### src/rtl/minmax_sequencer.sv
// Streaming min/max finder built around one shared magnitude comparator.
// Ports:
//   clk, reset          rising-edge clock, synchronous active-high reset
//   start               begin a new burst (honoured only in IDLE)
//   in_valid/in_ready   sample handshake; in_data is the sample,
//                       in_last marks the final sample of the burst
//   min_out/max_out     running/final unsigned min and max
//   count               samples accepted this burst (saturating)
//   busy, done          busy outside IDLE; done pulses for one cycle

module comparator_nbit #(
    parameter int N = 12
) (
    input  logic [N-1:0] a,
    input  logic [N-1:0] b,
    output logic         smaller,
    output logic         equal,
    output logic         greater
);
    assign smaller = (a < b);
    assign equal   = (a == b);
    assign greater = (a > b);
endmodule

module minmax_sequencer #(
    parameter int N     = 12,
    parameter int CNT_W = 8
) (
    input  logic             clk,
    input  logic             reset,
    input  logic             start,
    input  logic             in_valid,
    output logic             in_ready,
    input  logic [N-1:0]     in_data,
    input  logic             in_last,
    output logic [N-1:0]     min_out,
    output logic [N-1:0]     max_out,
    output logic [CNT_W-1:0] count,
    output logic             busy,
    output logic             done
);
    typedef enum logic [2:0] {
        IDLE,
        WAIT,
        CMP_MIN,
        CMP_MAX,
        DONE
    } state_t;

    state_t state, state_nxt;

    logic [N-1:0] sample;
    logic         last_q;
    logic         first;
    logic         hs;
    logic [N-1:0] cmp_b;
    logic         cmp_lt;
    logic         cmp_eq;
    logic         cmp_gt;

    assign hs = in_valid & in_ready;

    // One comparator: the B operand follows the pass being made.
    assign cmp_b = (state == CMP_MAX) ? max_out : min_out;

    comparator_nbit #(
        .N(N)
    ) u_cmp (
        .a       (sample),
        .b       (cmp_b),
        .smaller (cmp_lt),
        .equal   (cmp_eq),
        .greater (cmp_gt)
    );

    always_ff @(posedge clk) begin
        if (reset) begin
            state <= IDLE;
        end else begin
            state <= state_nxt;
        end
    end

    always_comb begin
        state_nxt = state;
        in_ready  = 1'b0;
        busy      = 1'b1;
        done      = 1'b0;
        unique case (state)
            IDLE: begin
                busy = 1'b0;
                if (start) begin
                    state_nxt = WAIT;
                end
            end
            WAIT: begin
                in_ready = 1'b1;
                if (hs) begin
                    if (!first) begin
                        state_nxt = CMP_MIN;
                    end else if (in_last) begin
                        state_nxt = DONE;
                    end
                end
            end
            CMP_MIN: state_nxt = CMP_MAX;
            CMP_MAX: state_nxt = last_q ? DONE : WAIT;
            DONE: begin
                done      = 1'b1;
                state_nxt = IDLE;
            end
            default: state_nxt = IDLE;
        endcase
    end

    always_ff @(posedge clk) begin
        if (reset) begin
            sample  <= '0;
            last_q  <= 1'b0;
            first   <= 1'b0;
            min_out <= '0;
            max_out <= '0;
            count   <= '0;
        end else begin
            unique case (state)
                IDLE: begin
                    if (start) begin
                        min_out <= '0;
                        max_out <= '0;
                        count   <= '0;
                        first   <= 1'b1;
                    end
                end
                WAIT: begin
                    if (hs) begin
                        sample <= in_data;
                        last_q <= in_last;
                        // First sample seeds both extremes directly.
                        if (first) begin
                            min_out <= in_data;
                            max_out <= in_data;
                            count   <= CNT_W'(1);
                            first   <= 1'b0;
                        end
                    end
                end
                CMP_MIN: begin
                    if (cmp_lt && !cmp_eq) begin
                        min_out <= sample;
                    end
                end
                CMP_MAX: begin
                    if (cmp_gt && !cmp_eq) begin
                        max_out <= sample;
                    end
                    if (count != '1) begin
                        count <= count + CNT_W'(1);
                    end
                end
                default: ;
            endcase
        end
    end
endmodule

### config.mk
export PLATFORM = sky130hd
export DESIGN_NAME = minmax_sequencer
export DESIGN_NICKNAME = d
export VERILOG_FILES = /design/src/rtl/minmax_sequencer.sv
export SDC_FILE = /design/constraint.sdc
export NUM_CORES = 1
export LEC_CHECK = 0
export CAP_MARGIN = 20
export CORE_UTILIZATION = 55
export CTS_CLUSTER_SIZE = 28
export DETAILED_ROUTE_END_ITERATION = 16
export GPL_TIMING_DRIVEN = 0
export PLACE_DENSITY = 0.84
export SLEW_MARGIN = 20
export SYNTH_ARGS = -nofsm -noshare
export SYNTH_HDL_FRONTEND = slang
export SYNTH_SLANG_ARGS = --single-unit
### constraint.sdc
create_clock -name clk -period 8.2 [get_ports clk]
set_clock_uncertainty 0.15 [all_clocks]
set_input_delay 1.23 -clock clk [delete_from_list [all_inputs] [get_ports clk]]
set_output_delay 1.23 -clock clk [all_outputs]
set_load 0.01 [all_outputs]
==> metrics.md <==
| Metric | Value |
|---|---|
| Worst-Margin Slew | 0.667 ns |
| Static leakage | 0.00126 µW |
| Via count | 2,856 |
| Die Width | 72.9 µm |
| Crit path max-delay family | buffers and inverters |
| Drt first pass iters | 5 |
| Final WL | 8.05 mm |
| Most common cell after layout, fill and taps aside | clkdlybuf4s50_1 |
| Critical Path RT | 8.25 ns |
| Port Buffers | 50 |
| DRC | 0 |
| CP peak stage delay | 0.58 ns |
| Largest family of logic cells by synthesized area | compound AO/OA/AOI/OAI gates |
| Fin crit period | 4.23 ns |
| RSZ-0062 raised after global routing | false |
| Max-slew violations | 0 |
| Clk slew on worst S/H paths | 0.09 ns |
| MaxCap Viol Count | 0 |
| Crit path to | min_out[9]$_SDFFE_PP0P_ |
| CTS sink cnt | slightly below 50 |
| Post-synthesis simple-gate area fraction | 20.2% |
| Mean Syn Cell Area | 8.20 µm² |
| FFs w/ async S/R, synth | 0% |
| Nets | 424 |
| Fraction of layout cells with a size suffix above 1 | 6.08% |
| Clock share of power | 29.7% |
| Crit. Startpoint | state[0]$_SDFFE_PP0P_ |
| Vias/cell | 6.18 |
| Largest net degree at the start of global routing | 16 |
| Worst Path Max Fanout | 10 |
| Rows | 25 |
| Area of the core | 4790 µm² |
| Initial antenna violation count | 0 |
| Worst setup EP type | flop |
| WP depth | 12 |
| Final setup vio count | 0 |
| ANT nets after route | 0 |
| Reg power frac | 42.3% |
| Worst hold path class | flop to flop |
| R2R cell count | 12 |
| Post-synth net total | about 370 |
| Number of synthesized flops with an enable pin | 0 |
| Ports | 52 |
| Achievable Freq | 237 MHz |
| Setup_tns | 0 ns |
| R2R Path End | min_out[9]$_SDFFE_PP0P_ |
| Routed WL per cell | 17.4 µm |
| Post-Synth XOR/XNOR Area | 1.90% |
| CTS root buffer | clkbuf_8 |
| Power Density | between 150 and 200 nW/µm² |
| Status | completed |
| Starting Density | 57.7% |
| Total CTS buffers | 5 |
| CTS Hold Bufs | 0 |
| Period utilization | 51.6% |
| CTS max path bufs | 2 |
| Critical Path Start Type | flop |
| Die Height | 72.9 µm |
| CTS tree | built |
| Placed cell count | 454 |
| Synth Register Bits | 49 |
| Seq/Total Area, Yosys | 35.5% |
| Vias in the first global route | 2,692 |
| Clock Latency Late Sink | 0.31 ns |
| Dominant synthesized flop cell | dfxtp_1 |
| Drt first-iter violations | about 250 |
| Final hold vios | 0 |
| Diode count | 0 |
| Ys Warns | 0 |
| Finished Layout Cells | 462 |
| Congestion Overflow GR | 0 |
| Max-slew headroom | 55.5% |
| First-pass GRT wire length | 12.8 mm |
| Switching power | 203 µW |
| Gr usage total | 31.8% |
| Post-cts resize count | 0 |
| Most frequent cells in the layout | clkdlybuf4s50_1, nand2_1, dfxtp_1, a21oi_1, nor2_1 |
| Crit-path cells | and3b_1, clkbuf_1, buf_2, buf_2, mux2i_1, ha_1, a211oi_2, o21bai_1, or4b_1, o21ba_1, buf_6, a22o_1 |
| Buf/Inv on CP | 4 |
| Compound-Gate Fraction of Synth Area | 27.4% |
| Hpwl dp | about 5.4 mm |
| Mapped Area | approximately 2800 µm² |
| Peak supply drop | ~0.12 mV |
| Worst hold path depth | 2 |
| Cells after synthesis | 337 |
| Synth Area in Adders | 5.89% |
| Setup Buffers After CTS | 0 |
| Cell Int Power | ~420 µW |
| Worst R2R Start | state[0]$_SDFFE_PP0P_ |
| CP Class | flop to flop |
| Arr. time, crit path | 4.28 ns |
| Sw frac | around a third |
| Fillers | 387 |
| CTS H-Tree Depth | 2 |
| Reg-to-reg slack, setup | 3.97 ns |
| Layout overhead on the synthesized area | 25.5% |
| Distinct cells, synth | between 40 and 50 |
| Routability cong. | 0.933 |
| Die Area | 5310 µm² |
| Mux contribution to synthesized area | 4.39% |
| Combinational share of power | between 20 and 30% |
| CP most frequent cell | buf_2 |
| CP max stage cell | or4b_1 |
==> sequential cells by signal, summed over array words and instances (netlist names) <==
signal	cells
last_q	1
sample	12
max_out	12
count	8
min_out	12
state	3
first	1
==> worst min-delay path, stage by stage (launching register included) <==
cell	delay, ns
dfxtp_1	0.33
nand2_1	0.05
a21oi_1	0.05
==> power by group through the flow <==
stage,Clock [µW],Sequential [µW],Combinational [µW]
after floorplan,0,272,102
after global placement,0,270,166
after detailed placement,0,271,170
after CTS,185,265,173
after global routing,193,268,189
final,186,266,176
==> synth_stat cells (2+ instances only) <==
cell      number  area, µm²
and4_1         3       26.3
nor2b_1        2       12.5
o21bai_1       2       15.0
buf_1          2       7.51
nand3_1       16       80.1
xor2_1         5       43.8
ha_1          13        163
nand2_1       49        184
a22o_1        24        210
nand4_1        3       18.8
clkbuf_1      13       48.8
a211oi_1       3       22.5
a22oi_1       12       90.1
o21ai_0        7       35.0
nor2_1        30        113
buf_2          9       45.0
a21oi_1       37        185
nand2b_1       5       31.3
inv_1          3       11.3
dfxtp_1       49        981
a211oi_2       2       25.0
and3_1         3       18.8
nor3_1         3       15.0
a31oi_1        2       12.5
mux2i_1       11        110
or2_2          2       12.5
a221o_1       12        120
==> per-stage QoR <==
step                area (µm²)  power, µW  hold WS [ns]  util (%)  setup WS (ns)
global route              3470        650         0.355      72.4           3.79
CTS                       3470        623         0.333      72.4           4.04
floorplan                 2760        374         0.299         -           4.72
finish                    3470        628         0.327      72.4           3.97
detailed placement        3350        440         0.320      69.9           4.09
global placement          3350        436         0.311      69.9           4.15
==> worst min-delay path by stage <==
stage                        startpoint                   to  slack [ns]
finish              last_q$_SDFFE_PP0P_  last_q$_SDFFE_PP0P_        0.33
global route        last_q$_SDFFE_PP0P_  last_q$_SDFFE_PP0P_        0.35
CTS                 last_q$_SDFFE_PP0P_  last_q$_SDFFE_PP0P_        0.33
detailed placement  last_q$_SDFFE_PP0P_  last_q$_SDFFE_PP0P_        0.32
global placement    last_q$_SDFFE_PP0P_  last_q$_SDFFE_PP0P_        0.31
floorplan           last_q$_SDFFE_PP0P_  last_q$_SDFFE_PP0P_        0.30
==> per-layer routing <==
metal | up-vias | track usage, % | part of all wire (%) | wire (µm)
li1 | 1352 | - | - | -
met1 | 1331 | 41.5 | 43 | 3480
met2 | 152 | 52.6 | 47 | 3750
met3 | 21 | 4.56 | 7.9 | 636
met4 | 0 | 12.9 | 2.3 | 182
met5 | - | 0 | 0 | 0
==> kinds of logic (layout without fill, tap and decap cells) <==
group	count (synthesis)	in the layout
simple gates	122	122
compound gates	106	106
flops	49	49
buf+inv	29	87
fa+ha+maj	13	13
mux	12	12
xor+xnor	6	6
==> cell type report <==
cell class	instances	area, µm²	share of cell area, %
Buffer	26	120	3.46
Clock buffer	6	82.6	2.38
Clock inverter	2	37.5	1.08
Inverter	3	11.3	0.325
Multi-Input combinational cell	259	1650	47.6
Sequential cell	49	981	28.3
Tap cell	67	83.8	2.42
Timing Repair Buffer	50	500	14.4
(Power assumes the default switching activity.)
